===== config.mk =====
export PLATFORM = sky130hd
export DESIGN_NAME = bcd_countdown_timer
export DESIGN_NICKNAME = d
export VERILOG_FILES = /design/src/rtl/bcd_timer_pkg.sv /design/src/rtl/bcd_digit_down.sv /design/src/rtl/bcd_countdown_timer.sv
export SDC_FILE = /design/constraint.sdc
export NUM_CORES = 1
export LEC_CHECK = 0
export CAP_MARGIN = 20
export CORE_MARGIN = 4
export CORE_UTILIZATION = 40
export DETAILED_ROUTE_END_ITERATION = 6
export PLACE_DENSITY = 0.74
export SLEW_MARGIN = 10
export SYNTH_ARGS = -nofsm -noshare
export SYNTH_HDL_FRONTEND = slang
export SYNTH_SLANG_ARGS = --single-unit

===== constraint.sdc =====
create_clock -name clk -period 1.5 [get_ports clk]
set_input_delay 0.15 -clock clk [delete_from_list [all_inputs] [get_ports clk]]
set_output_delay 0.15 -clock clk [all_outputs]
set_load 0.01 [all_outputs]

===== src/rtl/bcd_timer_pkg.sv =====
// Shared definitions for the two-digit BCD countdown timer: digit width,
// state encoding and the load-value clamp helper.
package bcd_timer_pkg;

   localparam int unsigned BCD_W = 4;
   localparam logic [BCD_W-1:0] BCD_MAX = 4'd9;

   localparam logic [1:0] ST_IDLE  = 2'd0;
   localparam logic [1:0] ST_RUN   = 2'd1;
   localparam logic [1:0] ST_PAUSE = 2'd2;
   localparam logic [1:0] ST_DONE  = 2'd3;

   typedef enum logic [1:0] {
      S_IDLE  = ST_IDLE,
      S_RUN   = ST_RUN,
      S_PAUSE = ST_PAUSE,
      S_DONE  = ST_DONE
   } state_t;

   // Out-of-range load values saturate to 9 rather than displaying garbage.
   function automatic logic [BCD_W-1:0] clamp_bcd(input logic [BCD_W-1:0] d);
      return (d > BCD_MAX) ? BCD_MAX : d;
   endfunction

endpackage


===== src/rtl/bcd_digit_down.sv =====
// Single BCD digit decrementer: wraps 0 -> 9 and reports a borrow to the
// next more significant digit.
module bcd_digit_down
   import bcd_timer_pkg::*;
(
   input  logic [BCD_W-1:0] digit,
   input  logic             dec,
   output logic [BCD_W-1:0] next_digit,
   output logic             borrow
);

   // NOTE: pure combinational block; every output gets a value on every path
   // so no latch can be inferred.
   always_comb begin
      next_digit = digit;
      borrow     = 1'b0;
      if (dec) begin
         if (digit == '0) begin
            next_digit = BCD_MAX;
            borrow     = 1'b1;
         end else begin
            next_digit = digit - 1'b1;
         end
      end
   end

endmodule


===== src/rtl/bcd_countdown_timer.sv =====
// Two-digit BCD countdown driven by a one-second strobe, with start/pause
// control and timeout flags. Optional macro: TIMER_AUTO_RELOAD_EN.
module bcd_countdown_timer
   import bcd_timer_pkg::*;
#(
   parameter logic [BCD_W-1:0] INIT_TENS = 4'd3,
   parameter logic [BCD_W-1:0] INIT_ONES = 4'd0
) (
   input  logic             clk,
   input  logic             reset,
   input  logic             en,
   input  logic             tick,
   input  logic             load,
   input  logic [BCD_W-1:0] load_tens,
   input  logic [BCD_W-1:0] load_ones,
   input  logic             start,
   input  logic             pause,
   output logic [BCD_W-1:0] tens,
   output logic [BCD_W-1:0] ones,
   output logic             running,
   output logic             timeout,
   output logic             timeout_pulse
);

   state_t           state;
   logic [BCD_W-1:0] tens_next;
   logic [BCD_W-1:0] ones_next;
   logic             ones_borrow;
   logic             tens_borrow;
   logic             dec_req;
   logic             expire;

`ifdef TIMER_AUTO_RELOAD_EN
   logic [BCD_W-1:0] shadow_tens;
   logic [BCD_W-1:0] shadow_ones;
`endif

   // A tick only counts in RUN when nothing of higher priority is asserted.
   assign dec_req = (state == S_RUN) && en && tick && !load && !pause;

   bcd_digit_down u_ones (
      .digit      (ones),
      .dec        (dec_req),
      .next_digit (ones_next),
      .borrow     (ones_borrow)
   );

   bcd_digit_down u_tens (
      .digit      (tens),
      .dec        (ones_borrow),
      .next_digit (tens_next),
      .borrow     (tens_borrow)
   );

   // A tens borrow would mean wrapping below 00; treat it as expiry as well.
   assign expire = dec_req && (((tens_next == '0) && (ones_next == '0)) || tens_borrow);

   // NOTE: all state and outputs are registered with non-blocking assignments
   // so every reader sees the pre-edge values, independent of block order.
   always_ff @(posedge clk) begin
      if (reset) begin
         state         <= S_IDLE;
         tens          <= INIT_TENS;
         ones          <= INIT_ONES;
         running       <= 1'b0;
         timeout       <= 1'b0;
         timeout_pulse <= 1'b0;
`ifdef TIMER_AUTO_RELOAD_EN
         shadow_tens   <= INIT_TENS;
         shadow_ones   <= INIT_ONES;
`endif
      end else begin
         timeout_pulse <= 1'b0;
         if (load) begin
            tens        <= clamp_bcd(load_tens);
            ones        <= clamp_bcd(load_ones);
            state       <= S_IDLE;
            running     <= 1'b0;
            timeout     <= 1'b0;
`ifdef TIMER_AUTO_RELOAD_EN
            shadow_tens <= clamp_bcd(load_tens);
            shadow_ones <= clamp_bcd(load_ones);
`endif
         end else begin
            case (state)
               S_IDLE, S_PAUSE: begin
                  if (!pause && start) begin
                     if ((tens == '0) && (ones == '0)) begin
                        state         <= S_DONE;
                        timeout       <= 1'b1;
                        timeout_pulse <= 1'b1;
                     end else begin
                        state   <= S_RUN;
                        running <= 1'b1;
                     end
                  end
               end
               S_RUN: begin
                  if (pause) begin
                     state   <= S_PAUSE;
                     running <= 1'b0;
                  end else if (expire) begin
                     tens          <= '0;
                     ones          <= '0;
                     state         <= S_DONE;
                     running       <= 1'b0;
                     timeout       <= 1'b1;
                     timeout_pulse <= 1'b1;
                  end else if (dec_req) begin
                     tens <= tens_next;
                     ones <= ones_next;
                  end
               end
               S_DONE: begin
`ifdef TIMER_AUTO_RELOAD_EN
                  // Reload from the last loaded value; a 00 shadow stays expired.
                  if ((shadow_tens != '0) || (shadow_ones != '0)) begin
                     tens    <= shadow_tens;
                     ones    <= shadow_ones;
                     state   <= S_RUN;
                     running <= 1'b1;
                     timeout <= 1'b0;
                  end
`endif
               end
               default: begin
                  state   <= S_IDLE;
                  running <= 1'b0;
                  timeout <= 1'b0;
               end
            endcase
         end
      end
   end

endmodule


==> results of run 1 <==
==> cell usage after synthesis (all sizes together), types with 3 or more instances <==
cell type  count  share of area [%]
a21oi          6                3.7
clkbuf         4                1.9
nor3           5                3.1
dfxtp         13                 32
nor2b          4                3.1
nand2          9                4.2
inv            5                2.3
a31oi          3                2.3
nor2           8                3.7
o21ai          3                1.9
o22ai          5                3.9
nand2b         4                3.1
==> sequential cells by signal (all words and copies together) (netlist names) <==
| register | flops |
|---|---|
| timeout | 1 |
| ones | 4 |
| running | 1 |
| tens | 4 |
| timeout_pulse | 1 |
| state | 2 |
==> through the flow <==
stage	area [um^2]	total power, mW	hold WS (ps)	utilization (%)
after floorplan	806	0.496	295	-
after global placement	1240	0.627	433	68.0
after detailed placement	1240	0.632	436	68.0
after CTS	1270	0.853	426	69.6
after global routing	1320	0.904	472	72.3
final	1320	0.855	422	72.3
==> final timing paths <==
path / start / endpoint / slack [ps] / depth (start not counted)
setup / recovery: pause / ones[1]$_SDFFE_PP0P_ / 40 / 6
hold / removal: load_ones[0] / ones[0]$_SDFFE_PP0P_ / 420 / 3
setup reg to reg: tens[0]$_SDFFE_PP1P_ / running$_SDFFE_PP0P_ / 40 / 4
hold reg to reg: timeout$_SDFFE_PP0P_ / timeout$_SDFFE_PP0P_ / 440 / 2
==> metal layers <==
| layer | up-vias | track usage (%) | share of wire (%) |
|---|---|---|---|
| met5 | - | 0 | 0 |
| met4 | 0 | 13.2 | 3.4 |
| met3 | 10 | 3.42 | 5.2 |
| met2 | 35 | 34.7 | 50 |
| met1 | 440 | 23.0 | 41 |
| li1 | 470 | - | - |
==> kinds of logic (layout without fill, tap and decap cells) <==
logic type | after synthesis | count (layout) | synth area share [%]
flops | 13 | 13 | 32.4
simple gates | 45 | 45 | 35.4
mux | 2 | 2 | 2.49
compound gates | 30 | 30 | 25.5
buf+inv | 9 | 56 | 4.21
==> cell type report <==
cell class | count | share of cell area, %
clock buffer | 4 | 2.00
tap | 25 | 2.38
multi-input combinational | 77 | 41.1
sequential | 13 | 20.4
timing repair buffer | 47 | 32.7
inverter | 5 | 1.43
==> power by group through the flow <==
| stage | clock network (mW) | registers [mW] | logic, mW |
|---|---|---|---|
| after floorplan | 0 | 0.406 | 0.0903 |
| after global placement | 0 | 0.388 | 0.239 |
| after detailed placement | 0 | 0.388 | 0.244 |
| after CTS | 0.227 | 0.382 | 0.245 |
| after global routing | 0.246 | 0.385 | 0.273 |
| final | 0.221 | 0.382 | 0.251 |
==> worst min-delay path, cell delays in order <==
cell             delay, ps
clkdlybuf4s50_1        390
inv_1                   50
a311oi_1                70
==> timing repair <==
| action | CTS | global route |
|---|---|---|
| setup endpoints to repair | 6 | 10 |
| pin swaps | 3 | 3 |
| gates cloned | 0 | 0 |
| resized for setup | 5 | 14 |
==> parameters.txt, run 1 <==
Parameter                              Value

Run status
  Status ... finished, final reports clean

Logic synthesis
  Number of distinct standard cells referenced by the synthesized netlist ... 39
  Syn Inst Count ... 99
  YS warnings ... 0
  Mean cell area of the mapped netlist ... 8.11 um^2
  Number of flip-flops and latches in the synthesized netlist ... 13
  Synth async-reset ratio ... 0%
  Synthesized netlist net count ... 114
  Most used DFF post-synth ... dfxtp_1
  Cell area after synthesis ... 803 um^2
  EDFF count, synth ... 0
  Fraction of the yosys area taken by sequential cells ... 32.4%

Clock tree
  Postcts setup bufs ... 0
  Number of hold buffers added after cts ... 0
  Clock insertion delay at the later pin of the skew report ... 280 ps
  CTS tree ... built
  CTS HTree Levels ... 1
  Total CTS buffers ... 3
  Clock root buffer master ... clkbuf_4
  Sink Count ... 13
  CTS clock-pin slew for the worst setup and hold paths ... 80 ps
  CTS Buffer Depth ... 2

Timing
  Max Transition Viols Final ... 0
  Maximum achievable frequency ... 684 MHz
  Worst Clk Skew ... 4.83 ps
  Tightest slew margin relative to the limit ... 76.2%
  RSZ-0062 raised after global routing ... true
  Min setup slack post-route ... 38.0 ps
  Total Neg Setup Slack ... 0 ps
  Worst Tran Pin Value ... 352 ps
  Tmin final ... approximately 1500 ps
  Final-report setup violation count ... 0
  Final count of hold timing violations ... 0
  Final period util ... 97.5%

Place
  Detail Placement HPWL ... 1.92 mm
  Number of placed instances, taps included ... 167
  Final RePlAce weighted congestion ... 0.856
  PortBufs ... 25
  Worst slack at placement ... -198 ps

Power and ir drop
  Power per Cell Area ... 650 nW/um^2
  Static Leak ... 0.537 nW
  Part of the total power dissipated in the clock network ... 25.9%
  Share of power burned in registers ... 44.7%
  Switching share of power ... 29.2%
  Internal power ... 0.605 mW
  Maximum VDD drop ... 0.000541 V
  Switching Power ... 0.250 mW
  Relative contribution of combinational cells to total power ... 29.4%

Flow run
  Max Cap Viol ... 0

Global route
  First-pass GRT wire length ... ~4.2 mm
  Number of global-route vias before repair ... a little under 1000
  Maximum number of pins on one net before global-route repair ... 19
  Total track usage ... 20.4%
  Number of antenna violations at the first check in global routing ... 0
  Final global-route overflow total ... 0

Critical path
  Type of element launching the critical path ... input port
  Required arrival time at the worst endpoint ... 1660 ps
  Largest fanout on the critical path ... 3
  Signal arrival time at the worst endpoint ... roughly 1600 ps
  Ordered list of cells on the worst path ... clkdlybuf4s50_1 -> nand4bb_1 -> buf_4 -> nor3_1 -> mux2i_1 -> o22ai_1
  Number of buffer and inverter stages on the critical path ... 2
  Crit Path Class ... in -> reg
  Critical Path Sink Type ... register
  Delay of the slowest cell on the worst path ... around 450 ps
  Top cell family by delay on the critical path ... buffers and inverters
  Highest-delay cell along the critical path ... clkdlybuf4s50_1

Routing
  Antenna-violating nets left ... 0
  Number of remaining DRC errors ... 0
  Post-DR vias/cell ... 5.58
  Total vias in the final route ... ~960
  Avg WL per Cell ... 14.6 um
  Number of iterations in the first detailed-routing pass ... 4
  Number of DRC violations after detailed-routing iteration 0 ... 18
  Routed Wire Length ... about 2.5 mm

Hold path
  Type of the worst min-delay path ... in -> reg

Finish
  Inserted Diodes ... 0
  Share of layout cells above drive strength 1 ... 30.1%
  Commonest cells after routing, fill and taps aside ... buf_4, clkdlybuf4s50_1, nand2_1, nor2_1, dfxtp_2
  FILL cells ... 156
  Multi-input logic area ... between 500 and 600 um^2
  Most common library cell in the layout ignoring fill and taps ... buf_4
  Number of nets in the final layout ... 162
  Sequential cell area ... 269 um^2
  Number of cells in the finished layout apart from fillers ... roughly 170
  Synthesis-to-finish area growth ... 63.9%

Floorplanning
  Die Footprint ... 2790 um^2
  Overall die width ... 52.8 um
  Number of placed I/O pins ... 26
  Std cell rows ... 15
  Floorplan die height ... 52.8 um
  Starting Density ... roughly 44%
  Area of the core ... 1820 um^2
Power figures use the tool's default switching activity.
==> inputs of run 2 (changes only) <==
SLEW_MARGIN = default   (was 10)
==> results of run 2 <==
No change in the layout: final DEF, timing and power equal those of run 1.
==> inputs of run 3 (changes only) <==
CORE_ASPECT_RATIO = 1.1   (was default)
CTS_CLUSTER_SIZE = 24   (was default)
==> run 3 against run 2 <==
  * Clock-buffer cell count did not move
  * Non-clock buffer count fell by 1
  * Via count fell by 0.31%
  * Register-to-register slack improved by 60 ps
  * Critical endpoint is now tens[3]
  * Largest cell class unchanged
  * Largest power group unchanged
==> parameters.txt, run 3 (synthesis gave the netlist of run 1 again) <==
Parameter                              Value

Floorplanning
  Area of the core ... 1840 um^2 (+1.2%)
  Floorplan die height ... 55 um (+4.1%)
  Overall die width ... 50.7 um (-3.9%)
  Std cell rows ... 16 (+1)
  Starting Density ... 43.6% (-0.51 points)
  Die Footprint ... 2790 um^2 (about the same)
  Number of placed I/O pins ... 26 (unchanged)

Place
  Placed standard-cell area ... 1220 um^2 (-1.6%)
  Final RePlAce weighted congestion ... 0.834 (-2.5%)
  Worst slack at placement ... -260 ps (-62.9 ps)
  Detail Placement HPWL ... 1.83 mm (-4.6%)
  PortBufs ... 25 (unchanged)

Critical path
  Crit Path Class ... reg -> out
  Worst R2R Setup Slack ... 100 ps (+60 ps)
  End of the worst register-to-register path ... tens[1]$_SDFFE_PP1P_
  Launching point of the worst reg2reg path ... ones[1]$_SDFFE_PP0P_
  Signal arrival time at the worst endpoint ... 1300 ps (-320 ps)
  Required arrival time at the worst endpoint ... 1350 ps (-310 ps)
  Type of element launching the critical path ... register
  Delay of the slowest cell on the worst path ... 540 ps (+90 ps)
  Highest-delay cell along the critical path ... clkdlybuf4s50_1
  Largest fanout on the critical path ... 5 (+2)
  Ordered list of cells on the worst path ... buf_4 -> clkdlybuf4s50_1
  Critical Path Sink Type ... output port
  Worst Reg-to-Reg Cells ... 4 (unchanged)
  Top cell family by delay on the critical path ... buffers and inverters
  Number of buffer and inverter stages on the critical path ... 2 (unchanged)

Power and ir drop
  Switching Power ... 0.238 mW (-4.8%)
  Internal power ... 0.601 mW (-0.71%)
  Maximum VDD drop ... 0.000484 V (-11%)
  Share of power burned in registers ... 45.7% (+1.0 points)
  Tot Pwr ... 0.839 mW (-1.9%)
  Power per Cell Area ... 647 nW/um^2 (-0.40%)
  Switching share of power ... 28.3% (-0.87 points)
  Part of the total power dissipated in the clock network ... 25.6% (-0.3 points)
  Static Leak ... 0.539 nW (+0.35%)
  Relative contribution of combinational cells to total power ... 28.7% (-0.7 points)

Timing
  Final-report setup violation count ... 0 (unchanged)
  Final period util ... 96.5% (-1.0 points)
  Maximum achievable frequency ... 691 MHz (+1.0%)
  Tmin final ... 1450 ps (-15.0 ps)
  Min setup slack post-route ... 53.0 ps (+15.0 ps)
  Worst Clk Skew ... 3.67 ps (-1.16 ps)
  Hold Worst Slack ... 399 ps (-23.1 ps)
  Worst Tran Pin Value ... 331 ps (-21.1 ps)
  Final count of hold timing violations ... 0 (unchanged)
  Tightest slew margin relative to the limit ... 77.6% (+1.4 points)
  Max Transition Viols Final ... 0 (unchanged)

Clock tree
  Sink Count ... 13 (unchanged)
  Number of hold buffers added after cts ... 0 (unchanged)
  Total CTS buffers ... 3 (unchanged)
  CTS HTree Levels ... 1 (unchanged)
  Clock insertion delay at the later pin of the skew report ... 270 ps (about the same)
  CTS clock-pin slew for the worst setup and hold paths ... 80 ps (about the same)
  CTS Buffer Depth ... 2 (unchanged)
  CTS tree ... built
  Clock root buffer master ... clkbuf_4

Routing
  Routed Wire Length ... 2.35 mm (-5.5%)
  Number of DRC violations after detailed-routing iteration 0 ... 23 (+5)
  Post-DR vias/cell ... 5.53 (-0.89%)
  Avg WL per Cell ... 13.7 um (-6.1%)
  Number of iterations in the first detailed-routing pass ... 4 (unchanged)
  Total vias in the final route ... 952 (-0.31%)
  Antenna-violating nets left ... 0 (unchanged)
  Number of remaining DRC errors ... 0 (unchanged)

Global route
  First-pass GRT wire length ... 3.83 mm (-8.0%)
  Final global-route overflow total ... 0 (unchanged)
  Maximum number of pins on one net before global-route repair ... 19 (unchanged)
  Number of antenna violations at the first check in global routing ... 0 (unchanged)
  Number of global-route vias before repair ... 934 (-3.4%)
  Total track usage ... 18.1% (-2.2 points)

Flow run
  Max Cap Viol ... 0 (unchanged)

Hold path
  Min-Delay Startpoint ... load
  Type of the worst min-delay path ... in -> reg
  Worst hold path endpoint ... tens[3]$_SDFFE_PP0P_
  Number of cells on the worst hold path ... 4 (+1)

Finish
  Inserted Diodes ... 0 (unchanged)
  Number of nets in the final layout ... 161 (-0.62%)
  Cell area after layout ... 1300 um^2 (-1.5%)
  Top flop regs ... ones x4, tens x4, state x2
  Share of layout cells above drive strength 1 ... 27.6% (-2.6 points)
  Most common library cell in the layout ignoring fill and taps ... buf_4
  Synthesis-to-finish area growth ... 61.4%
  FILL cells ... 160 (+2.6%)
  Multi-input logic area ... 515 um^2 (-4.6%)
  Sequential cell area ... 277 um^2 (+2.8%)
  Commonest cells after routing, fill and taps aside ... buf_4, clkdlybuf4s50_1, nand2_1, nor2_1

Run status
  Status ... finished, final reports clean
-- run 3: cell type report --
type | count | area share, %
Sequential cell | 13 | 21.3
Timing Repair Buffer | 46 | 32.8
Clock buffer | 4 | 2.03
Tap cell | 27 | 2.61
Multi-Input combinational cell | 77 | 39.8
Inverter | 5 | 1.45
-- run 3: what timing repair did --
item                                   in CTS  in global routing
setup buffers                               1                  1
gates resized for setup                     9                 10
endpoints found under the hold margin       0                  0
setup endpoints to repair                   8                 13
pin swaps                                   1                  5
-- run 3: worst register-to-register path: stages, from the launching register on --
cell and delay (ps):
dfxtp_4 370, nor4_4 280, nand3_2 160, or4_1 440
nand3_1 90
-- run 3: power groups by stage --
stage / clock network [mW] / logic (mW) / registers [mW]
finish: 0.215 / 0.241 / 0.383
global route: 0.247 / 0.261 / 0.386
CTS: 0.221 / 0.241 / 0.384
detailed placement: 0 / 0.237 / 0.391
global placement: 0 / 0.233 / 0.390
floorplan: 0 / 0.0903 / 0.406
-- run 3: metrics by stage --
stage | util (%) | std cells | setup TNS, ps
CTS | 68.8 | 171 | 0
floorplan | - | 99 | 0
finish | 70.4 | 172 | 0
detailed placement | 66.1 | 166 | -1460
global placement | 66.1 | 166 | -1200
global route | 70.4 | 172 | -23.6
-- run 3: how the worst max path moves through the flow --
stage	cells past startpoint	from	end
after floorplan	4	ones[2]$_SDFFE_PP0P_	tens[1]$_SDFFE_PP1P_
after global placement	5	load	tens[1]$_SDFFE_PP1P_
after detailed placement	5	load	ones[0]$_SDFFE_PP0P_
after CTS	2	ones[0]$_SDFFE_PP0P_	ones[0]
after global routing	4	tens[2]$_SDFFE_PP0P_	state[1]$_SDFFE_PP0P_
final	2	tens[3]$_SDFFE_PP0P_	tens[3]
-- run 3: layer usage --
metal / up-vias / routed length (um) / track usage [%]
li1: 470 / - / -
met1: 452 / 1040 / 19.8
met2: 28 / 1160 / 32.6
met3: 2 / 137 / 3.49
met4: 0 / 17 / 12.1
met5: - / 0 / 0
